==> src/rtl/lm07_poll_ctrl.sv <==
// lm07_poll_ctrl: LM07 SPI temperature sensor poller with on-demand reads.
// Optional over-temperature alarm is built only when LM07_ALARM_EN is defined.
module lm07_poll_ctrl #(
  parameter int CLKDIV      = 2,
  parameter int POLL_PERIOD = 1000,
  parameter int CS_IDLE     = 4
) (
  input  logic        SYSCLK,
  input  logic        RST,
  output logic        CS,
  output logic        SCK,
  input  logic        SIO,
  input  logic        rd_req,
  output logic        busy,
  output logic [15:0] raw,
  output logic [12:0] temp,
  output logic        valid,
  output logic        rd_done,
  input  logic [12:0] thresh,
  output logic        alarm
);
  localparam int TW = $clog2(POLL_PERIOD + 1);
  localparam int IW = $clog2(CS_IDLE + 2);
  typedef enum logic [2:0] {IDLE, SETUP, SCK_HI, SCK_LO, DONE} state_t;
  state_t state_q, state_d;
  logic [7:0] cnt_q, cnt_d;
  logic [3:0] bit_q, bit_d;
  logic [15:0] shift_q, shift_d, raw_q, raw_d;
  logic [TW-1:0] tmr_q, tmr_d;
  logic [IW-1:0] idl_q, idl_d;
  logic pend_q, pend_d, tag_q, tag_d;
  logic tick, expired, idle_ok, start, load;
  assign tick    = int'(cnt_q) == CLKDIV - 1;
  assign expired = int'(tmr_q) >= POLL_PERIOD - 1;
  // counts the current cycle too, since CS is already high during it
  assign idle_ok = int'(idl_q) + 1 >= CS_IDLE;
  assign start   = state_q == IDLE && (pend_q || expired) && idle_ok;
  assign load    = state_q == SCK_LO && tick && bit_q == 4'd15;
  assign CS      = state_q == IDLE || state_q == DONE;
  assign SCK     = state_q == SCK_HI;
  assign busy    = ~CS;
  assign valid   = state_q == DONE;
  assign rd_done = state_q == DONE && tag_q;
  assign raw     = raw_q;
  assign temp    = raw_q[15:3];
  always_comb begin
    state_d = state_q;
    case (state_q)
      IDLE:    state_d = start ? SETUP : IDLE;
      SETUP:   state_d = tick ? SCK_HI : SETUP;
      SCK_HI:  state_d = tick ? SCK_LO : SCK_HI;
      SCK_LO:  state_d = tick ? (bit_q == 4'd15 ? DONE : SCK_HI) : SCK_LO;
      default: state_d = IDLE;
    endcase
    cnt_d   = (CS || tick) ? 8'd0 : cnt_q + 8'd1;
    bit_d   = state_q == SETUP ? 4'd0 : (state_q == SCK_LO && tick) ? bit_q + 4'd1 : bit_q;
    shift_d = (state_q == SCK_HI && cnt_q == 8'd0) ? {shift_q[14:0], SIO} : shift_q;
    raw_d   = load ? shift_q : raw_q;
    tmr_d   = state_q == DONE ? '0 : (state_q == IDLE && int'(tmr_q) < POLL_PERIOD) ? tmr_q + TW'(1) : tmr_q;
    idl_d   = CS ? ((int'(idl_q) < CS_IDLE) ? idl_q + IW'(1) : idl_q) : '0;
    pend_d  = rd_req | (pend_q & ~rd_done);
    tag_d   = start ? pend_q : tag_q;
  end
  always_ff @(posedge SYSCLK) begin
    if (RST) begin
      state_q <= IDLE;
      cnt_q   <= '0;
      bit_q   <= '0;
      shift_q <= '0;
      raw_q   <= '0;
      tmr_q   <= '0;
      idl_q   <= IW'(CS_IDLE);
      pend_q  <= 1'b0;
      tag_q   <= 1'b0;
    end else begin
      state_q <= state_d;
      cnt_q   <= cnt_d;
      bit_q   <= bit_d;
      shift_q <= shift_d;
      raw_q   <= raw_d;
      tmr_q   <= tmr_d;
      idl_q   <= idl_d;
      pend_q  <= pend_d;
      tag_q   <= tag_d;
    end
  end
`ifdef LM07_ALARM_EN
  logic alarm_q, alarm_d;
  assign alarm_d = load ? ($signed(shift_q[15:3]) >= $signed(thresh)) : alarm_q;
  always_ff @(posedge SYSCLK) alarm_q <= RST ? 1'b0 : alarm_d;
  assign alarm = alarm_q;
`else
  logic unused_thresh;
  assign unused_thresh = ^thresh;
  assign alarm = 1'b0;
`endif
endmodule

==> config.mk <==
export PLATFORM = sky130hd
export DESIGN_NAME = lm07_poll_ctrl
export DESIGN_NICKNAME = d
export VERILOG_FILES = /design/src/rtl/lm07_poll_ctrl.sv
export SDC_FILE = /design/constraint.sdc
export NUM_CORES = 1
export LEC_CHECK = 0
export ABC_AREA = 0
export CAP_MARGIN = 0
export CORE_MARGIN = 2
export CORE_UTILIZATION = 46
export CTS_BUF_LIST = sky130_fd_sc_hd__clkbuf_2 sky130_fd_sc_hd__clkbuf_4 sky130_fd_sc_hd__clkbuf_8
export DETAILED_ROUTE_END_ITERATION = 8
export GPL_TIMING_DRIVEN = 0
export PLACE_DENSITY = 0.81
export SLEW_MARGIN = 20
export SYNTH_ARGS = -nofsm -noshare
export SYNTH_HDL_FRONTEND = slang
export SYNTH_SLANG_ARGS = --single-unit
==> constraint.sdc <==
create_clock -name SYSCLK -period 1.52 [get_ports SYSCLK]
set_input_delay 0.304 -clock SYSCLK [delete_from_list [all_inputs] [get_ports SYSCLK]]
set_output_delay 0.304 -clock SYSCLK [all_outputs]
set_load 0.01 [all_outputs]
==> key figures <==
Run status
  – Failing checks: setup timing
  – Outcome: complete, but fails checks

Detailed routing
  – DR vias: 2281
  – DR iter-0 viols: 131
  – Antenna-violating nets left: 0
  – Vias/cell: 5.21
  – Total routed wirelength: 6600 µm
  – DR DRC count: 0
  – WL per Instance: 15.1 µm
  – First-pass DRT Iterations: 4

Timing
  – Unrepaired setup endpoints after global routing: yes
  – Fmax: 600 MHz
  – Fin worst setup slack: -0.146 ns
  – Slew Limit Headroom: 65.0%
  – Final setup skew: 0.0117 ns
  – Final min period: 1.67 ns
  – Final setup fails: 43
  – Hold Fails Final Rpt: 0
  – Slew @ Worst Pin: 0.525 ns
  – Fin. max-slew vios: 0
  – Period utilization: 110%

Die
  – Initial Util: 47.0%
  – CORE AREA: 5820 µm²
  – Ports: 52
  – Die Width: 81.1 µm
  – Row Count: 28
  – Die Area: 6580 µm²
  – Die Span Y: 81.1 µm

Worst hold path
  – Worst hold path endpoint: cnt_q[0]
  – Hold Path Class: flop to flop
  – HP Start: cnt_q[0]
  – Hold path cells: 1

Power
  – Leak: 1.94 nW
  – Power share of the sequential group: 47.2%
  – Total chip power: 3.59 mW
  – Switching power share of the total: 24.8%
  – P_sw: 0.893 mW
  – Clk network pwr share: 45.4%
  – Internal: 2.70 mW
  – PD cells: 933 nW/µm²
  – Max VDD drop: 0.000920 V
  – Combinational Power Share: 7.3%

Layout
  – Antenna diode count: 0
  – Final Instance Area: 3850 µm²
  – Share of cells above drive strength 1: 32.0%
  – Layout Nets: 382
  – Area growth, synth to finish: 40.9%

Place
  – PortBufs: 36
  – Dpl hpwl: 3650 µm
  – Post-DP Area: 3230 µm²
  – GP Congestion: 0.794

Global route
  – Pin count of the biggest net entering global routing: 13
  – Total global-route track usage: 20.8%
  – Vias in the first global route: 2297
  – Grt ovf: 0
  – First-pass GRT wire length: 10400 µm
  – Initial antenna violation count: 0

Worst setup path
  – Crit-path max cell delay: 0.33 ns
  – CP cell instances: inv_2, ha_4, and4b_2, nand4_1, buf_6, buf_12, mux2i_2, nor2_1
  – Reg2reg end: raw[13]
  – Top Family by Delay on Critical Path: simple AND/OR/NAND/NOR gates
  – R2r setup slk: -0.15 ns
  – Crit path from: cnt_q[1]
  – CP max-delay cell: dfxtp_2
  – Kind of critical path: flop to flop
  – Worst path bufs/invs: 3
  – Cell count of the worst reg-to-reg path: 8
  – Crit. End Element: flop
  – Worst setup SP type: flop
  – Critical R2R Launch: cnt_q[1]
  – Worst-path fanout max: 5
  – CP Data Arrival Time: 1.88 ns
  – Crit path required time: 1.73 ns

Clocking
  – Later-pin clock latency in the skew report: 0.35 ns
  – CTS root buffer: clkbuf_8
  – CTS tree: yes
  – CTS Buf Count: 9
  – Max clock buf depth: 2
  – Clock sink count: 62
  – H-tree Lvls: 3
  – Clock transition at path regs: 0.08 ns

Synthesis
  – Register area share after synthesis: 45.4%
  – Seq cells post-synth: 62
  – Most area-consuming cells after synthesis: dfxtp_1, mux2i_1, nor2_1, buf_4, xor2_1
  – Post-synth net total: 306
  – Synth cell types: 45
  – Synth Instances: 282
  – Avg Inst Size Synth: 9.70 µm²
  – Total of warnings raised by yosys: 0
  – Yosys top cell area share: 45.4%
  – Post-synth top area cell: dfxtp_1
  – Synthesized area: 2740 µm²

Flow run
  – Max-cap violation count: 0
## cell usage after synthesis, drive strengths merged
cell type and number:
or4b 1, or3 2, a211oi 2, buf 21, nor3b 2, a21oi 4, o21ai 6, nor2b 1
and3b 1, o21bai 1, clkbuf 6, a31o 1, ha 7, o21a 1, nor4 1, nand2b 2
a21o 1, nor3 3, conb 1, and3 6, nand4 10, xnor2 4, xor2 12, o211ai 2
nor2 59, or2 1, a211o 1, a2111oi 1, a31oi 1, dfxtp 62, and4 1, nand2 3
nand3 9, and4b 1, o31ai 1, mux2i 35, inv 8, or4 1
## registers in the layout, indices dropped and copies added (netlist names), 3 cells and up
signal,count
raw,16
shift_q,16
tmr_q,10
cnt_q,8
bit_q,4
idl_q,3
state_q,3
## cells in the final DEF, fill, tap and decap left out, types with 4 or more instances in the layout
cell            n
clkbuf_8        9
ha_1            6
nor2_2          4
inv_1           6
dlygate4sd2_1  28
nand4_1         9
buf_4          32
xor2_1         12
nand3_1         8
buf_6          18
and3_1          5
xnor2_1         4
mux2i_1        32
o21ai_1         4
dfxtp_4         5
nor2_1         53
dfxtp_2        13
clkbuf_1        5
dfxtp_1        44
## logic make-up after synthesis
family | Yosys count | synth area share, %
adders and majority gates | 7 | 3.20
other | 1 | 0.137
muxes | 35 | 12.8
DFF | 62 | 45.4
AOI/OAI and AO/OA | 22 | 6.08
xor gates and xnor gates | 16 | 5.12
and+or+nand+nor | 104 | 19.7
buffers and inverters | 35 | 7.59
## stage by stage
stage	setup TNS, ns	util, %	hold WS [ns]	instances	worst slack, ns
finish	-2.99	66.3	0.479	438	-0.146
global route	-6.18	66.3	0.501	438	-0.199
CTS	-1.55	63.5	0.414	431	-0.124
detailed placement	-5.74	55.5	0.477	393	-0.315
global placement	-4.73	55.5	0.462	393	-0.284
floorplan	-0.132	-	0.421	282	-0.0141
## area by class of cell
class | count | area (µm²)
Buffer | 24 | 198
Clock buffer | 9 | 124
Clock inverter | 7 | 97.6
Fill cell | 450 | 1960
Inverter | 8 | 30.0
Multi-Input combinational cell | 185 | 1390
Sequential cell | 62 | 1280
Tap cell | 75 | 93.8
Timing Repair Buffer | 68 | 642
## worst max-delay path by stage
stage | endpoint | slack, ns | cells past startpoint
6_report | raw[13] | -0.15 | 8
5_1_grt | shift_q[15] | -0.20 | 6
4_1_cts | rd_done | -0.12 | 5
3_5_place_dp | rd_done | -0.31 | 4
3_3_place_gp | rd_done | -0.28 | 4
2_1_floorplan | tmr_q[5] | -0.01 | 5
## power by group through the flow
stage	sequential, mW	combinational, mW	clock, mW
after floorplan	1.72	0.152	0
after global placement	1.73	0.200	0
after detailed placement	1.73	0.209	0
after CTS	1.69	0.248	1.63
after global routing	1.70	0.284	1.72
final	1.70	0.263	1.63
## what timing repair did
action / 4_1_cts / 5_1_grt
pin swaps: 17 / 13
hold buffers: 0 / 0
resized for setup: 91 / 28
endpoints found under the setup margin: 77 / 63
gates cloned: 1 / 2
buffers inserted: 23 / 10
## per-layer routing
metal | GRT usage [%] | up-vias | wire length (µm)
met4 | 10.2 | 0 | 163
met5 | 0 | - | 0
met2 | 36.5 | 73 | 3370
li1 | - | 1108 | -
met1 | 23.0 | 1082 | 2760
met3 | 5.89 | 18 | 303
No activity file was read; power rests on OpenSTA's default activity.
